--- config.mk ---
export PLATFORM = sky130hd
export DESIGN_NAME = debounce
export DESIGN_NICKNAME = d
export VERILOG_FILES = /design/src/rtl/debounce_pkg.sv /design/src/rtl/debounce_sync_cell.sv /design/src/rtl/debounce.sv
export SDC_FILE = /design/constraint.sdc
export NUM_CORES = 1
export LEC_CHECK = 0
export CAP_MARGIN = 20
export CORE_UTILIZATION = 25
export CTS_CLUSTER_DIAMETER = 120
export CTS_CLUSTER_SIZE = 24
export DETAILED_ROUTE_END_ITERATION = 10
export RECOVER_POWER = 25
export SKIP_CTS_REPAIR_TIMING = 1
export SLEW_MARGIN = 30
export SYNTH_ARGS = -nofsm -noshare
export SYNTH_HDL_FRONTEND = slang
export SYNTH_HIERARCHICAL = 1
export SYNTH_SLANG_ARGS = --single-unit
--- constraint.sdc ---
create_clock -name clk -period 4.6 [get_ports clk]
set_input_delay 0.92 -clock clk [delete_from_list [all_inputs] [get_ports clk]]
set_output_delay 0.92 -clock clk [all_outputs]
set_load 0.05 [all_outputs]
--- src/rtl/debounce_pkg.sv ---
// Shared types and limits for the debounce block.
package debounce_pkg;

  // Stability-filter FSM states.
  typedef enum logic [1:0] {
    LOW      = 2'd0,
    RISE_CHK = 2'd1,
    HIGH     = 2'd2,
    FALL_CHK = 2'd3
  } state_t;

  // Smallest legal values of the top-level parameters.
  localparam int MIN_STABLE_CYCLES = 2;
  localparam int MIN_SYNC_STAGES   = 2;

endpackage

--- src/rtl/debounce_sync_cell.sv ---
// Multi-flop synchronizer for a single asynchronous bit. The stages are
// wired flop-to-flop with nothing in between, so metastability has a full
// cycle to resolve at each stage.
module sync_cell #(
  parameter int SYNC_STAGES = 2
) (
  input  logic clk,
  input  logic reset,
  input  logic d_i,
  output logic q_o
);

  logic [SYNC_STAGES-1:0] stages;

  // Shift the raw input through the chain; the last stage is the safe output.
  always_ff @(posedge clk or posedge reset) begin
    if (reset) begin
      stages <= '0;
    end else begin
      stages <= {stages[SYNC_STAGES-2:0], d_i};
    end
  end

  assign q_o = stages[SYNC_STAGES-1];

endmodule

--- src/rtl/debounce.sv ---
// Debouncer: synchronizes a raw bouncy level, then only lets data_o follow
// it once STABLE_CYCLES consecutive identical samples have been seen. Any
// interruption of a qualification run aborts it, restarts from scratch and
// produces a one-cycle glitch pulse.
module debounce
  import debounce_pkg::*;
#(
  parameter int SYNC_STAGES   = 2,
  parameter int STABLE_CYCLES = 1000
) (
  input  logic clk,
  input  logic reset,
  input  logic data_i,
  output logic data_o,
  output logic busy_o,
  output logic glitch_o
);

  // Counter is wide enough to hold STABLE_CYCLES; in practice it stops at
  // STABLE_CYCLES-1 because the qualifying sample is detected as cnt+1.
  localparam int              CNT_W = $clog2(STABLE_CYCLES + 1);
  localparam logic [CNT_W-1:0] ONE  = CNT_W'(1);
  localparam logic [CNT_W-1:0] LAST = CNT_W'(STABLE_CYCLES - 1);

  if (STABLE_CYCLES < MIN_STABLE_CYCLES || SYNC_STAGES < MIN_SYNC_STAGES) begin : g_param_check
    $fatal(1, "debounce: STABLE_CYCLES and SYNC_STAGES must each be at least 2");
  end

  logic             sync_q;
  state_t           state;
  logic [CNT_W-1:0] cnt;

  sync_cell #(
    .SYNC_STAGES(SYNC_STAGES)
  ) u_sync (
    .clk  (clk),
    .reset(reset),
    .d_i  (data_i),
    .q_o  (sync_q)
  );

  // Stability filter: qualify each level change, abort on any contrary sample.
  always_ff @(posedge clk or posedge reset) begin
    if (reset) begin
      state    <= LOW;
      cnt      <= '0;
      data_o   <= 1'b0;
      glitch_o <= 1'b0;
    end else begin
      glitch_o <= 1'b0;
      case (state)
        LOW: begin
          if (sync_q) begin
            state <= RISE_CHK;
            cnt   <= ONE;
          end
        end
        RISE_CHK: begin
          if (!sync_q) begin
            state    <= LOW;
            cnt      <= '0;
            glitch_o <= 1'b1;
          end else if (cnt == LAST) begin
            state  <= HIGH;
            data_o <= 1'b1;
            cnt    <= '0;
          end else begin
            cnt <= cnt + ONE;
          end
        end
        HIGH: begin
          if (!sync_q) begin
            state <= FALL_CHK;
            cnt   <= ONE;
          end
        end
        FALL_CHK: begin
          if (sync_q) begin
            state    <= HIGH;
            cnt      <= '0;
            glitch_o <= 1'b1;
          end else if (cnt == LAST) begin
            state  <= LOW;
            data_o <= 1'b0;
            cnt    <= '0;
          end else begin
            cnt <= cnt + ONE;
          end
        end
        default: begin
          state  <= LOW;
          cnt    <= '0;
          data_o <= 1'b0;
        end
      endcase
    end
  end

  // Busy whenever a qualification run is in progress.
  assign busy_o = (state == RISE_CHK) || (state == FALL_CHK);

endmodule

==> summary.md <==
| Metric | Value |
|---|---|
| Cell count after placement | `around 130` |
| Worst setup slack before clock tree synthesis | `approximately 2400 ps` |
| Cell Area, Synth | `between 800 and 900 sq um` |
| Critical-path top delay cell | `sky130_fd_sc_hd__clkdlybuf4s50_1` |
| R2r endpoint | `cnt[8]$_DFFE_PP0P_` |
| Final setup TNS | `0 ps` |
| CTS HTree Levels | `1` |
| Clock transition at the register clock pins on the worst setup and hold paths after CTS | `around 100 ps` |
| FF-to-FF Start | `cnt[0]$_DFFE_PP0P_` |
| Largest fanout on the critical path | `9` |
| Most frequently used flop master after synthesis | `sky130_fd_sc_hd__dfrtp_1` |
| Initial antenna violation count | `0` |
| Violation count after the first detailed-route iteration | `3` |
| Gate Count Post-Synth | `83` |
| Category of the worst setup path launch point | `flop` |
| Worst setup path startpoint | `state[0]$_DFFE_PP0P_` |
| Max-cap check violation count | `0` |
| List of most frequent post-synthesis cells | `16 x sky130_fd_sc_hd__dfrtp_1, 7 x sky130_fd_sc_hd__nand3_1, 5 x sky130_fd_sc_hd__and3_1, 5 x sky130_fd_sc_hd__nand2_1, 5 x sky130_fd_sc_hd__nor2_1` |
| Max frequency | `390.6 MHz` |
| Overall power | `between 0.2 and 0.3 mW` |
| Overflow left after global routing | `0` |
| Final WL | `around 1.6 mm` |
| Post-synth top area share | `0.4827` |
| Final cycle utilization of the critical path | `0.5566` |
| Synth async-reset ratio | `1.000` |
| Final Skew | `approximately 2.1 ps` |
| Placeable core area | `just over 3000 sq um` |
| Type of the tightest min-delay check | `flop to flop` |
| Power per cell area | `~280 nW/um^2` |
| Data arrival at the endpoint of the critical path | `about 1600 ps` |
| Capture point of the worst path | `busy_o` |
| Mapped Avg Cell Area | `approximately 10 sq um` |
| Number of placed I/O pins | `6` |
| DIE HEIGHT | `between 50 and 60 um` |
| DRC | `0` |
| Overall die width | `around 60 um` |
| Outcome | `finished clean` |
| Worst relative slew slack | `0.6414` |
| List of cells traversed by the critical path | `clkdlybuf4s50_1` |
| Post-route ant nets | `0` |
| Setup slack of the worst register-to-register path | `between 2000 and 3000 ps` |
| Clock tree root driver cell | `sky130_fd_sc_hd__clkbuf_4` |
| Critical path's largest stage delay | `860 ps` |
| Post-Synthesis Net Count | `87` |
| Maximum number of pins on one net before global-route repair | `15` |
| Required arrival time at the worst endpoint | `3680 ps` |
| Pin slew with the least headroom to its limit | `around 540 ps` |
| Fraction of layout instances using a drive strength above 1 | `0.1124` |
| PortBufs | `5` |
| Worst path buffer plus inverter count | `1` |
| Total count of max-transition violations in the final report | `0` |
| Cell family contributing the most delay on the critical path | `buffers and inverters` |
| Diode count | `0` |
| Post-detailed-placement cell area | `~920 sq um` |
| Final setup violating endpoints | `0` |
| Flip-flop and latch count after synthesis | `16` |
| Aggregate global-route resource usage | `0.1050` |
| Max VDD drop | `~0.11 mV` |
| Largest buffer count on any clock path | `2` |
| Final instance count without filler cells | `133` |
| Non-Filler Cell Area, Final | `roughly 950 sq um` |
| Number of logic stages on the critical path including buffering | `1` |
| Worst hold slack | `approximately 370 ps` |
| Static power due to leakage | `approximately 0.42 nW` |
| CTS tree | `built` |
| Area growth from synthesis to layout | `14.48%` |
| Crit path kind | `flop to output port` |
| Hpwl dp | `1.126 mm` |
| Area of the die | `between 3000 and 4000 sq um` |
| Hold path startpoint | `u_sync/stages[0]$_DFF_PP0_` |
| Number of library cell types mapped by synthesis | `36` |
| Effective utilization at floorplan | `0.2673` |
| Global placer's final weighted congestion | `between 0.7 and 0.8` |
| Total number of yosys warnings | `6` |
| Via density | `~4.7` |
| Most area-consuming cells after synthesis | `sky130_fd_sc_hd__dfrtp_1 48%, sky130_fd_sc_hd__nand3_1 4.2%, sky130_fd_sc_hd__and3_1 3.8%, sky130_fd_sc_hd__o21ai_0 2.4%, sky130_fd_sc_hd__nand2_1 2.3%` |
| Later-pin clock latency in the skew report | `290 ps` |
| Nets@finish | `between 90 and 100` |
| Yosys top cell by area | `sky130_fd_sc_hd__dfrtp_1` |
| Post-detailed-route wirelength per cell | `between 10 and 15 um` |
| Clk sink count | `16` |
| Final hold violation count | `0` |
| Category of the worst setup path capture point | `output port` |
| Most frequent cell after synthesis | `sky130_fd_sc_hd__dfrtp_1` |
| Via count of the first global-routing pass | `roughly 610` |
| Sequential cell area fraction in the yosys report | `0.4827` |
| Wire length of the first global-routing pass | `2.746 mm` |
| Final core utilization | `0.3060` |
| Cell count of the worst reg-to-reg path | `5` |
| Via count | `between 600 and 700` |
| CTS Buf Count | `3` |
| Period minus WS final | `about 2600 ps` |
| RSZ-0062 raised after global routing | `false` |
| Cell Rows | `20` |
| Detailed-router iteration count before antenna repair | `4` |
| Number of enable flip-flop cells after synthesis | `0` |
| Min setup slack post-route | `2040 ps` |
-- logic make-up (layout without fill, tap and decap cells) --
group,after synthesis,after routing,synth area share
xor gates and xnor gates,3,3,0.04073
DFF,16,16,0.4826
buffers and inverters,6,12,0.03016
and+or+nand+nor,37,37,0.2595
adders and majority gates,1,1,0.01508
AOI/OAI and AO/OA,19,19,0.1539
muxes,1,1,0.01809
-- report_power, final --
part,internal [mW],switching (mW),leakage [nW]
clock network,0.0482,0.0467,0.0210
logic,0.00809,0.0148,0.192
registers,0.145,0.00489,0.212
total,0.201,0.0664,0.425
-- per-layer routing --
metal,vias up,routed length [um],GRT usage
met3,2,30,0.01965
li1,315,-,-
met2,8,762,0.1637
met4,0,29,0.04983
met1,301,778,0.1399
met5,-,0,0
-- final cells by class --
type | instances | area, sq um
fillers | 350 | 2153
inverters | 3 | 11.26
repair buffers | 5 | 50.05
clock buffers | 4 | 36.28
multi-input cells | 61 | 396.6
well taps | 44 | 55.05
flip-flops and latches | 16 | 400.4
-- cells in the final DEF (no fill, tap or decap), types with 3 or more instances in the layout --
| cell type | count |
|---|---|
| sky130_fd_sc_hd__clkbuf_4 | 3 |
| sky130_fd_sc_hd__nand2_1 | 5 |
| sky130_fd_sc_hd__inv_1 | 3 |
| sky130_fd_sc_hd__dfrtp_1 | 16 |
| sky130_fd_sc_hd__or3_1 | 3 |
| sky130_fd_sc_hd__nor2_1 | 5 |
| sky130_fd_sc_hd__and3_1 | 5 |
| sky130_fd_sc_hd__nand3_1 | 7 |
| sky130_fd_sc_hd__o21ai_0 | 4 |
| sky130_fd_sc_hd__clkdlybuf4s50_1 | 3 |
-- flip-flops by register name, indices dropped and copies added, names as in the netlist, named ones only --
| signal | count |
|---|---|
| u_sync/stages | 2 |
| glitch_o | 1 |
| data_o | 1 |
| cnt | 10 |
| state | 1 |
-- how the worst min path moves through the flow --
stage,slack (ps),endpoint,depth (start not counted)
after floorplan,330,u_sync/stages[1]$_DFF_PP0_,0
after global placement,340,u_sync/stages[1]$_DFF_PP0_,0
after detailed placement,350,u_sync/stages[1]$_DFF_PP0_,0
after CTS,370,u_sync/stages[1]$_DFF_PP0_,0
after global routing,380,u_sync/stages[1]$_DFF_PP0_,0
final,370,u_sync/stages[1]$_DFF_PP0_,0
(Power assumes the default switching activity.)
